**src/rtl/ps2_scancode_rx.sv**
```systemverilog
// PS/2 keyboard receiver: samples the keyboard clock/data on a divided tick,
// assembles 11-bit frames, folds E0/F0 prefixes into flags and queues the
// resulting key events in a small FIFO for the consumer.
module ps2_scancode_rx #(
   parameter int CLK_DIV       = 250,
   parameter int TIMEOUT_TICKS = 4000,
   parameter int FIFO_DEPTH    = 4
) (
   input  logic       CLK,
   input  logic       RST,
   input  logic       PS2_CLK,
   input  logic       PS2_DATA,
   output logic       EV_VALID,
   input  logic       EV_READY,
   output logic [7:0] EV_CODE,
   output logic       EV_EXT,
   output logic       EV_BREAK,
   output logic       FRAME_ERR,
   output logic       OVERFLOW
);

   localparam int DW = (CLK_DIV > 1) ? $clog2(CLK_DIV) : 1;
   localparam int TW = $clog2(TIMEOUT_TICKS + 1);
   localparam int AW = $clog2(FIFO_DEPTH);

   typedef enum logic [1:0] {S_IDLE, S_EXT, S_BRK, S_EXT_BRK} state_t;

   logic [DW-1:0] div_cnt;
   logic          tick;
   logic [1:0]    clk_sync, dat_sync;
   logic          clk_s, dat_s, clk_prev, fall;
   logic [3:0]    bit_cnt;
   logic [10:0]   shreg;
   logic [TW-1:0] to_cnt;
   logic          frame_done, frame_ok, byte_ok;
   logic [7:0]    byte_v;
   state_t        state, nxt;
   logic          push, ev_ext, ev_brk;

   logic [9:0]    mem [FIFO_DEPTH];
   logic [AW-1:0] rd_ptr, wr_ptr;
   logic [AW:0]   count;
   logic          empty, full, pop, wr_en;
   logic [9:0]    head;

   assign tick = (div_cnt == DW'(CLK_DIV - 1));

   // sample-tick divider, wraps every CLK_DIV cycles
   always_ff @(posedge CLK or posedge RST) begin
      if (RST)       div_cnt <= '0;
      else if (tick) div_cnt <= '0;
      else           div_cnt <= div_cnt + 1'b1;
   end

   // two-flop synchronisers; idle bus level is high
   always_ff @(posedge CLK or posedge RST) begin
      if (RST) begin
         clk_sync <= 2'b11;
         dat_sync <= 2'b11;
      end else begin
         clk_sync <= {clk_sync[0], PS2_CLK};
         dat_sync <= {dat_sync[0], PS2_DATA};
      end
   end

   assign clk_s = clk_sync[1];
   assign dat_s = dat_sync[1];
   assign fall  = tick & clk_prev & ~clk_s;

   // keyboard clock level as seen on the previous tick
   always_ff @(posedge CLK or posedge RST) begin
      if (RST)       clk_prev <= 1'b1;
      else if (tick) clk_prev <= clk_s;
   end

   // frame assembly with inactivity timeout on partial frames
   always_ff @(posedge CLK or posedge RST) begin
      if (RST) begin
         bit_cnt    <= '0;
         shreg      <= '0;
         to_cnt     <= '0;
         frame_done <= 1'b0;
      end else begin
         frame_done <= 1'b0;
         if (fall) begin
            shreg  <= {dat_s, shreg[10:1]};
            to_cnt <= '0;
            if (bit_cnt == 4'd10) begin
               bit_cnt    <= '0;
               frame_done <= 1'b1;
            end else begin
               bit_cnt <= bit_cnt + 4'd1;
            end
         end else if (tick && bit_cnt != 4'd0) begin
            if (to_cnt == TW'(TIMEOUT_TICKS - 1)) begin
               bit_cnt <= '0;
               to_cnt  <= '0;
               shreg   <= '0;
            end else begin
               to_cnt <= to_cnt + 1'b1;
            end
         end
      end
   end

   // shreg holds {stop, parity, D7..D0, start} once frame_done is up
   assign byte_v   = shreg[8:1];
   assign frame_ok = ~shreg[0] & shreg[10] & (^shreg[9:1]);
   assign byte_ok  = frame_done & frame_ok;

   // bad-frame pulse, one cycle
   always_ff @(posedge CLK or posedge RST) begin
      if (RST) FRAME_ERR <= 1'b0;
      else     FRAME_ERR <= frame_done & ~frame_ok;
   end

   // prefix decoder state register
   always_ff @(posedge CLK or posedge RST) begin
      if (RST) state <= S_IDLE;
      else     state <= nxt;
   end

   // prefix decoder: E0/F0 only change state, any other byte emits an event
   always_comb begin
      nxt    = state;
      push   = 1'b0;
      ev_ext = 1'b0;
      ev_brk = 1'b0;
      if (byte_ok) begin
         case (state)
            S_IDLE: begin
               if (byte_v == 8'hE0)      nxt = S_EXT;
               else if (byte_v == 8'hF0) nxt = S_BRK;
               else                      push = 1'b1;
            end
            S_EXT: begin
               if (byte_v == 8'hE0)      nxt = S_EXT;
               else if (byte_v == 8'hF0) nxt = S_EXT_BRK;
               else begin
                  push = 1'b1; ev_ext = 1'b1; nxt = S_IDLE;
               end
            end
            S_BRK: begin
               if (byte_v != 8'hF0) begin
                  push = 1'b1; ev_brk = 1'b1; nxt = S_IDLE;
               end
            end
            S_EXT_BRK: begin
               if (byte_v != 8'hF0) begin
                  push = 1'b1; ev_ext = 1'b1; ev_brk = 1'b1; nxt = S_IDLE;
               end
            end
            default: nxt = S_IDLE;
         endcase
      end
   end

   assign empty = (count == '0);
   assign full  = (count == (AW+1)'(FIFO_DEPTH));
   assign pop   = ~empty & EV_READY;
   assign wr_en = push & (~full | pop);

   // event storage; contents are don't-care while empty
   always_ff @(posedge CLK) begin
      if (wr_en) mem[wr_ptr] <= {ev_ext, ev_brk, byte_v};
   end

   // FIFO pointers, occupancy and sticky drop flag
   always_ff @(posedge CLK or posedge RST) begin
      if (RST) begin
         rd_ptr   <= '0;
         wr_ptr   <= '0;
         count    <= '0;
         OVERFLOW <= 1'b0;
      end else begin
         if (wr_en) wr_ptr <= wr_ptr + 1'b1;
         if (pop)   rd_ptr <= rd_ptr + 1'b1;
         case ({wr_en, pop})
            2'b10:   count <= count + 1'b1;
            2'b01:   count <= count - 1'b1;
            default: count <= count;
         endcase
         if (push & full & ~pop) OVERFLOW <= 1'b1;
      end
   end

   assign head     = mem[rd_ptr];
   assign EV_VALID = ~empty;
   assign EV_CODE  = empty ? 8'h00 : head[7:0];
   assign EV_BREAK = empty ? 1'b0  : head[8];
   assign EV_EXT   = empty ? 1'b0  : head[9];

endmodule

```
**config.mk**
```make
export PLATFORM = sky130hd
export DESIGN_NAME = ps2_scancode_rx
export DESIGN_NICKNAME = d
export VERILOG_FILES = /design/src/rtl/ps2_scancode_rx.sv
export SDC_FILE = /design/constraint.sdc
export NUM_CORES = 1
export LEC_CHECK = 0
export ABC_AREA = 1
export CAP_MARGIN = 20
export CORE_MARGIN = 3
export CORE_UTILIZATION = 55
export DETAILED_ROUTE_END_ITERATION = 16
export DONT_BUFFER_PORTS = 1
export GPL_TIMING_DRIVEN = 0
export PLACE_DENSITY = 0.76
export RECOVER_POWER = 25
export SLEW_MARGIN = 20
export SYNTH_ARGS = -nofsm -noshare
export SYNTH_HDL_FRONTEND = slang
export SYNTH_SLANG_ARGS = --single-unit
```
**constraint.sdc**
```tcl
create_clock -name CLK -period 2.9 [get_ports CLK]
set_input_delay 0.58 -clock CLK [delete_from_list [all_inputs] [get_ports CLK]]
set_output_delay 0.58 -clock CLK [all_outputs]
set_load 0.01 [all_outputs]
```
Word-level counts from Yosys, hierarchy flattened:

Memory sizes are Yosys's and may differ from the RTL's.
Cells that the tools add are included.

* bits in registers: 52
* bits in latches: 0
* bits in writable memories: 40
* bits in read-only memories: 0
* input bits: 5
* output and inout bits: 13
* logic and storage cells: 99
* memories: 1

Memory list
* mem: words 4, width 10, read ports 1, clocked after Yosys merged registers in 0, write ports 1, line 40 `logic [9:0] mem [FIFO_DEPTH];`

* add/sub/neg operators: 7
* multipliers: 0
* divide/modulo/power cells: 0
* order comparisons: 0
* eq/ne operators: 14
* shift operators: 0
* multiplexer cells: 34
* bitwise gates (word level): 17
* reduce and logical (&&, ||, !) cells: 12

Operator list (number)
* 12-bit 2-to-1 mux: 3
* 11-bit 2-to-1 mux: 3
* 8-bit equality test, second input constant: 3
* 4-bit 2-to-1 mux: 4
* 8-bit 2-to-1 mux: 2
* 1-bit 2-to-1 mux: 13
* 12-bit by 1-bit adder with 12-bit output, second input constant: 1
* 12-bit equality test, second input constant: 1
* 1-bit bitwise AND: 10
* 2-bit 2-to-1 mux: 5
* 9-bit XOR reduction: 1
* 8-bit by 1-bit adder with 8-bit output, second input constant: 1
* 8-bit inequality test, second input constant: 1
* 2-bit equality test, second input constant: 3
* 1-bit inverter: 6
* 2-bit one-hot mux with 3 select lines: 1
* 3-bit one-hot mux with 2 select lines: 1
* 2-bit nonzero test: 3
* 2-bit by 1-bit adder with 2-bit output, second input constant: 2
* 4-bit by 1-bit adder with 4-bit output, second input constant: 1
* 2-bit by 1-bit equality test with 1-bit output, second input constant: 2
* 4-bit equality test, second input constant: 1
* 1-bit one-hot mux with 2 select lines: 2
* 4-bit nonzero test: 1
* 12 further kinds: 13

Depth between registers and ports, before layout:

Gate-level depths: netlist of the first run.

* depth in word-level cells: 8
* gate-level depth with buffers: 14
* depth with buffers taken out: 14

Least setup slack after synthesis of the first run:

No wires, ideal clock.

* path kind: flip-flop to flip-flop
* from: register shreg[5]
* to: memory mem[0][0] (enable)
* library setup time: 0.376 ns
* arrival: 2.107 ns
* data required time: 2.524 ns
* path slack: 0.416 ns
* stages on the path, launching flop included: 12
* buffers on the path: 0
* period minus slack after synthesis: 2.484 ns
* cells stage by stage: dfrtp_1 -> inv_1 -> ha_1 -> nand2_1 -> inv_1 -> nor2_1 -> nand3_1 -> nand2_1 -> nand4_1 -> nor2_1 -> inv_1 -> nor2_1

* cells in the longest elaborated chain, start to end: 8
* elaborated cells on any way between the ends: 14
* those cells by class: eq/ne (3); mux (7); bitwise (3); reduce/logical (1)

RTL lines
* from (decl): line 33 `logic [10:0] shreg;`
* from (signal assigned): line 86 `shreg <= {dat_s, shreg[10:1]};`
* 8-bit equality test: line 133, 138
* 1-bit 2-to-1 mux: line 133, 138
* 1-bit 2-to-1 mux: line 132 `if (byte_v == 8'hE0) nxt = S_EXT;`
* 1-bit one-hot mux with 2 select lines: line 130 `case (state)`
* 1-bit 2-to-1 mux (*): line 129 `if (byte_ok) begin`
* 1-bit bitwise AND (*): line 161 `assign wr_en = push & (~full | pop);`
* 1-bit 2-to-1 mux (*): line 165 `if (wr_en) mem[wr_ptr] <= {ev_ext, ev_brk, byte_v};`
* 1-bit 2-to-1 mux (not written as such) (*): line 165
* to (decl): line 40

Every way passes the cells marked *; elsewhere a longest branch is shown, timed or not.

Final worst setup path of the first run:

* from: register shreg[3]
* to: memory mem[1][5] (enable)

Same word-level chain as after synthesis.

==> impl_metrics.ini, run 1 <==
[run_status]
status = finished, violations left
violations = capacitance limit, slew limit

[pwr]
p_leak_nw = 1.90
vdd_drop_max_uv = 321
power_mw = 2.89
power_density_nw_per_um2 = 617

[routing]
drt_iter0_drc = 170
wl_met2_mm = 3.61
vias = 2918
wl_met1_mm = 3.24
topRoutingLayerUsed = met4
dr.pass1.iters = 4
wl_per_cell_um = 13.1
ant_nets = 0
post_drt_via_cell_ratio = 5.27
drc = 0
drt_wl_total_mm = 7.23
routed-wl-met3_um = 255

[critical_path]
crit_fanout = 10
cp-start-kind = register
worstPathArrival_ps = 2610
cp_slowest_cell = dfrtp_1
path_buf_inv = 3
timing.critical_path.cells = inv_1, ha_1, inv_1, nand2_1, nand3_1, nand3_1, nand2_1, nand4_1, nor2_4, inv_1, nor2_4
critPathKind = reg2reg
cp_data_required_time_ps = 2930
end_kind = register
crit_family = simple AND/OR/NAND/NOR gates
cp_slowest_stage_delay_ps = 470
cp_common_cell = inv_1

[clock_tree]
cts_num_sinks = 92
htree_levels = 3
worst_skew_pair.late_latency_ps = 360
clk_pin_slew_worst_paths_ps = 90
clockRootBuffer = clkbuf_8
tritoncts = built
hold_buffers = 0
cts_buffer_depth = 2
cts_buffers = 9

[synthesis]
synth_top_cells_by_count = nor2_1 (77), nand2_1 (56), dfrtp_1 (47), inv_1 (46), edfxtp_1 (40)
synth_nets = 457
postSynthAreaPerCell_um2 = 9.79
syn_inst = 436
synth_flop_cell = dfrtp_1
synth.top_cell.area_share_pct = 28.1
async_flop_share_pct = 56.5
synth_edf_count = 40
yosys_warnings = 0
synth.most_common_cell = nor2_1
synth.area.top_cells = edfxtp_1 (28%), dfrtp_1 (28%), nor2_1 (6.8%), nand2_1 (4.9%), o21ai_0 (4.5%)
ys_seq_area_share_pct = 58.8
synth_largest_area_cell = edfxtp_1
syn_area_um2 = 4270
synth_seq_cells = 92
ys_types = 41

[sta]
fin_tns_setup_ps = 0
rsz0062_at_grt = false
setup_slack_ps = 323
maxSlewHeadroom_pct = -11.5
fmax_ghz = 0.388
fin_worst_skew_ps = 11.2
setup_violations = 0
worst_hold_slack_ps = 206
final_hold_viol_count = 0
period_needed_ps = 2580
worstMarginPinSlew_ps = 1670
layout_worst_path_cycle_share_pct = 88.9
drv_slew = 33

[die]
dieArea_um2 = 8850
start_util_pct = 57.6
ios = 18
die_w_um = 94.1
core_area_um2 = 7410
num_rows = 31
die_h_um = 94.1

[grt]
grt_max_degree = 33
grt_pass1_wl_mm = 12.5
antenna_found_initial = 0
grt_pass1_vias = 2778
grt-ovfl-total = 0
grt_usage_pct = 18.5

[placed_design]
place_inst = 536
pre_cts_ws_ps = -87.6
io_buffer_count = 0
gp_congestion = 0.914
placed_cell_area_um2 = 4410
hpwl_mm = 5.22

[finish]
fin_area_um2 = 4680
stdcell_count = 554
diodes = 0
drive_gt1_share_pct = 9.45
area_delta_synth_final_pct = 9.55
num-nets-final = 471
utilization_pct = 63.1

[hold_path]
hold_path_class = in2reg

[run]
drv_cap = 1
[path summary, 6_finish.rpt]
kind,slack (ps),cells after the start,to,startpoint
setup / recovery,320,11,mem[1][5],shreg[3]
hold / removal,210,0,dat_sync[0],PS2_DATA
setup reg to reg,320,11,mem[1][5],shreg[3]
hold reg to reg,360,0,clk_sync[1],clk_sync[0]
max in group asynchronous,670,2,bit_cnt[3],RST
min in group asynchronous,230,1,bit_cnt[1],RST
[metal layers]
metal,up-vias,GRT usage [%]
met5,-,0
met4,0,7.46
met3,14,4.09
met2,52,32.1
met1,1379,22.2
li1,1473,-
[registers in the layout, indices dropped and copies added, names as in the netlist, 3 cells and up]
name     flops
shreg       11
div_cnt      8
to_cnt      12
count        3
bit_cnt      4
mem         40
[cell usage in the layout, fill, tap and decap left out, types with 2 or more instances in the layout]
cell type,n
nor2_1,72
ha_1,15
nand2_2,4
a21oi_1,21
o21bai_1,2
xor2_1,8
clkinvlp_4,3
a22o_1,4
nor2_4,6
o21ai_0,38
inv_6,2
nand2_1,56
nor3_1,6
inv_1,46
clkbuf_8,10
buf_12,2
dfstp_2,5
o21ai_1,4
nor2_2,2
dfrtp_1,47
clkbuf_1,9
nand3b_1,3
nand3_1,26
a211oi_1,3
inv_2,2
edfxtp_1,40
[power by group]
group	switching, mW	total, mW	internal, mW
sequential	0.0321	1.42	1.39
clock	0.439	0.864	0.425
combinational	0.426	0.598	0.172
[worst register-to-register path: cells and delay by family, from the launching register on]
| family | cells | cell delay (ps) |
|---|---|---|
| adder cells (fa/ha/maj) | 1 | 330 |
| buffers and inverters | 3 | 360 |
| flip-flops | 1 | 470 |
| AND/OR/NAND/NOR | 7 | 1090 |
[cells by family after synthesis]
kind of cell | synth area share [%]
simple gates | 19.2
fa+ha+maj | 4.87
buf+inv | 5.60
compound gates | 9.73
xor+xnor | 1.85
flops | 58.8
[layout make-up]
type	count	area [um2]
Multi-Input combinational cell	284	1560
Buffer	10	46.3
Clock inverter	5	61.3
Timing Repair Buffer	3	43.8
Clock buffer	11	141
Inverter	50	193
Tap cell	99	124
Fill cell	596	2730
Sequential cell	92	2510
[repair_timing]
| action | CTS | global route |
|---|---|---|
| endpoints found under the setup margin | 40 | 40 |
| pin swaps | 0 | 2 |
| endpoints found under the hold margin | 0 | 0 |
| buffers inserted | 0 | 2 |
| gates resized for setup | 0 | 10 |
No activity file was read; power rests on OpenSTA's default activity.
==> run 2: changes to the inputs <==
--- a/config.mk
+++ b/config.mk
@@ -12,7 +12,7 @@
 export DETAILED_ROUTE_END_ITERATION = 16
 export DONT_BUFFER_PORTS = 1
 export GPL_TIMING_DRIVEN = 0
-export PLACE_DENSITY = 0.76
+export PLACE_DENSITY = 0.75
 export RECOVER_POWER = 25
 export SLEW_MARGIN = 20
 export SYNTH_ARGS = -nofsm -noshare
==> run 2 against run 1 <==
Final cell count down 0.36%. Highest routed layer unchanged. Total power down 1.9%. Final area down 1.3%. The flow still finishes with violations (capacitance limit, slew limit).
==> impl_metrics.ini, run 2 (synthesized netlist as in run 1, its figures left out) <==
[run_status]
status = finished, violations left
violations = capacitance limit, slew limit

[placed_design]
place_inst = 536
hpwl_mm = 5.20
gp_congestion = 0.922
io_buffer_count = 0
pre_cts_ws_ps = -93.0
placed_cell_area_um2 = 4410

[routing]
wl_per_cell_um = 13.0
drt_wl_total_mm = 7.17
ant_nets = 0
post_drt_via_cell_ratio = 5.26
dr.pass1.iters = 5
vias = 2901
drt_iter0_drc = 157
drc = 0

[grt]
antenna_found_initial = 0
grt-ovfl-total = 0
grt_usage_pct = 17.9
grt_pass1_vias = 2794
grt_max_degree = 36
grt_pass1_wl_mm = 12.3

[clock_tree]
postCtsSetupRepairBufs = 0
cts_buffer_depth = 2
cts_buffers = 9
tritoncts = built
cts_num_sinks = 92
htree_levels = 3
clk_pin_slew_worst_paths_ps = 80
clockRootBuffer = clkbuf_8
worst_skew_pair.late_latency_ps = 350

[finish]
stdcell_count = 552
top_register = mem
final_cell_mix = nor2_1 (72), nand2_1 (56), dfrtp_1 (47), inv_1 (46), edfxtp_1 (40)
largest_reg_flops = 40
top_regs = mem (40), to_cnt (12), shreg (11)
diodes = 0
area_delta_synth_final_pct = 8.12
final_common_cell = nor2_1
drive_gt1_share_pct = 8.83
fin_area_um2 = 4620
fill_cells = 597
num-nets-final = 469

[critical_path]
path_buf_inv = 3
crit_family = simple AND/OR/NAND/NOR gates
timing.critical_path.cells = inv_1, ha_1, nand2_1, inv_1, nor2_1, nand3_1, nand2_1, nand4_1, nor2_2, inv_1, nor2_4
crit_fanout = 10
cp_data_required_time_ps = 2930
cp-start-kind = register
critPathKind = reg2reg
worstPathArrival_ps = 2690
cp_slowest_cell = dfrtp_1
cp_common_cell = inv_1
end_kind = register
cp_slowest_stage_delay_ps = 460

[sta]
rsz0062_at_grt = false
setup_violations = 0
period_needed_ps = 2660
fin_worst_skew_ps = 7.44
fmax_ghz = 0.377
layout_worst_path_cycle_share_pct = 91.6
worstMarginPinSlew_ps = 1810
setup_slack_ps = 244
worst_hold_slack_ps = 199
fin_tns_setup_ps = 0
final_hold_viol_count = 0
maxSlewHeadroom_pct = -21.0
drv_slew = 36

[die]
start_util_pct = 57.6
ios = 18
num_rows = 31
dieArea_um2 = 8850
die_w_um = 94.1
die_h_um = 94.1
core_area_um2 = 7410

[run]
drv_cap = 1

[pwr]
vdd_drop_max_uv = 281
p_leak_nw = 1.89
power_density_nw_per_um2 = 614

[hold_path]
hold_path_class = in2async
## run 2: per-stage QoR
stage	utilization, %	power, mW
after CTS	62.1	2.86
after floorplan	-	1.92
after detailed placement	59.6	2.06
after global routing	62.3	2.99
after global placement	59.3	2.03
final	62.3	2.83
## run 2: report_power, final
part	internal (mW)	switching [mW]	leakage (nW)	total, mW
Clock	0.369	0.436	0.0925	0.806
Sequential	1.39	0.0316	0.954	1.42
Combinational	0.171	0.432	0.838	0.603
## run 2: final timing paths
kind | startpoint | to | cells after the start | slack (ps)
min in group CLK | PS2_CLK | clk_sync[0] | 0 | 220
setup reg to reg | shreg[5] | mem[2][3] | 11 | 240
hold reg to reg | dat_sync[0] | dat_sync[1] | 0 | 360
max in group asynchronous | RST | shreg[4] | 2 | 600
hold / removal | RST | bit_cnt[1] | 1 | 200
setup / recovery | shreg[5] | mem[2][3] | 11 | 240
## run 2: layout make-up
cell class	instances	area [um2]	share of cell area (%)
inverter	50	193	4.17
multi-input combinational	284	1550	33.7
timing repair buffer	1	3.75	0.0813
clock buffer	12	156	3.39
buffer	10	46.3	1.00
sequential	92	2510	54.4
tap	99	124	2.68
clock inverter	4	30.0	0.651
## run 2: routing by layer
| layer | global-route usage (%) | wire length, um | vias up | share of wire, % |
|---|---|---|---|---|
| met3 | 2.88 | 257 | 15 | 3.6 |
| met1 | 22.2 | 3270 | 1362 | 46 |
| met2 | 30.3 | 3480 | 57 | 49 |
| met5 | 0 | 0 | - | 0 |
| li1 | - | - | 1467 | - |
| met4 | 8.66 | 157 | 0 | 2.2 |
## run 2: worst register-to-register path, delay by kind of cell, from the launching register on
| family | cells | cell delay [ps] |
|---|---|---|
| adder cells (fa/ha/maj) | 1 | 340 |
| buffers and inverters | 3 | 350 |
| flip-flops | 1 | 460 |
| AND/OR/NAND/NOR | 7 | 1180 |
## run 2: timing repair
action,in CTS,in global routing
resized for setup,0,9
endpoints found under the setup margin,40,40
pin swaps,0,0
hold buffers,0,0
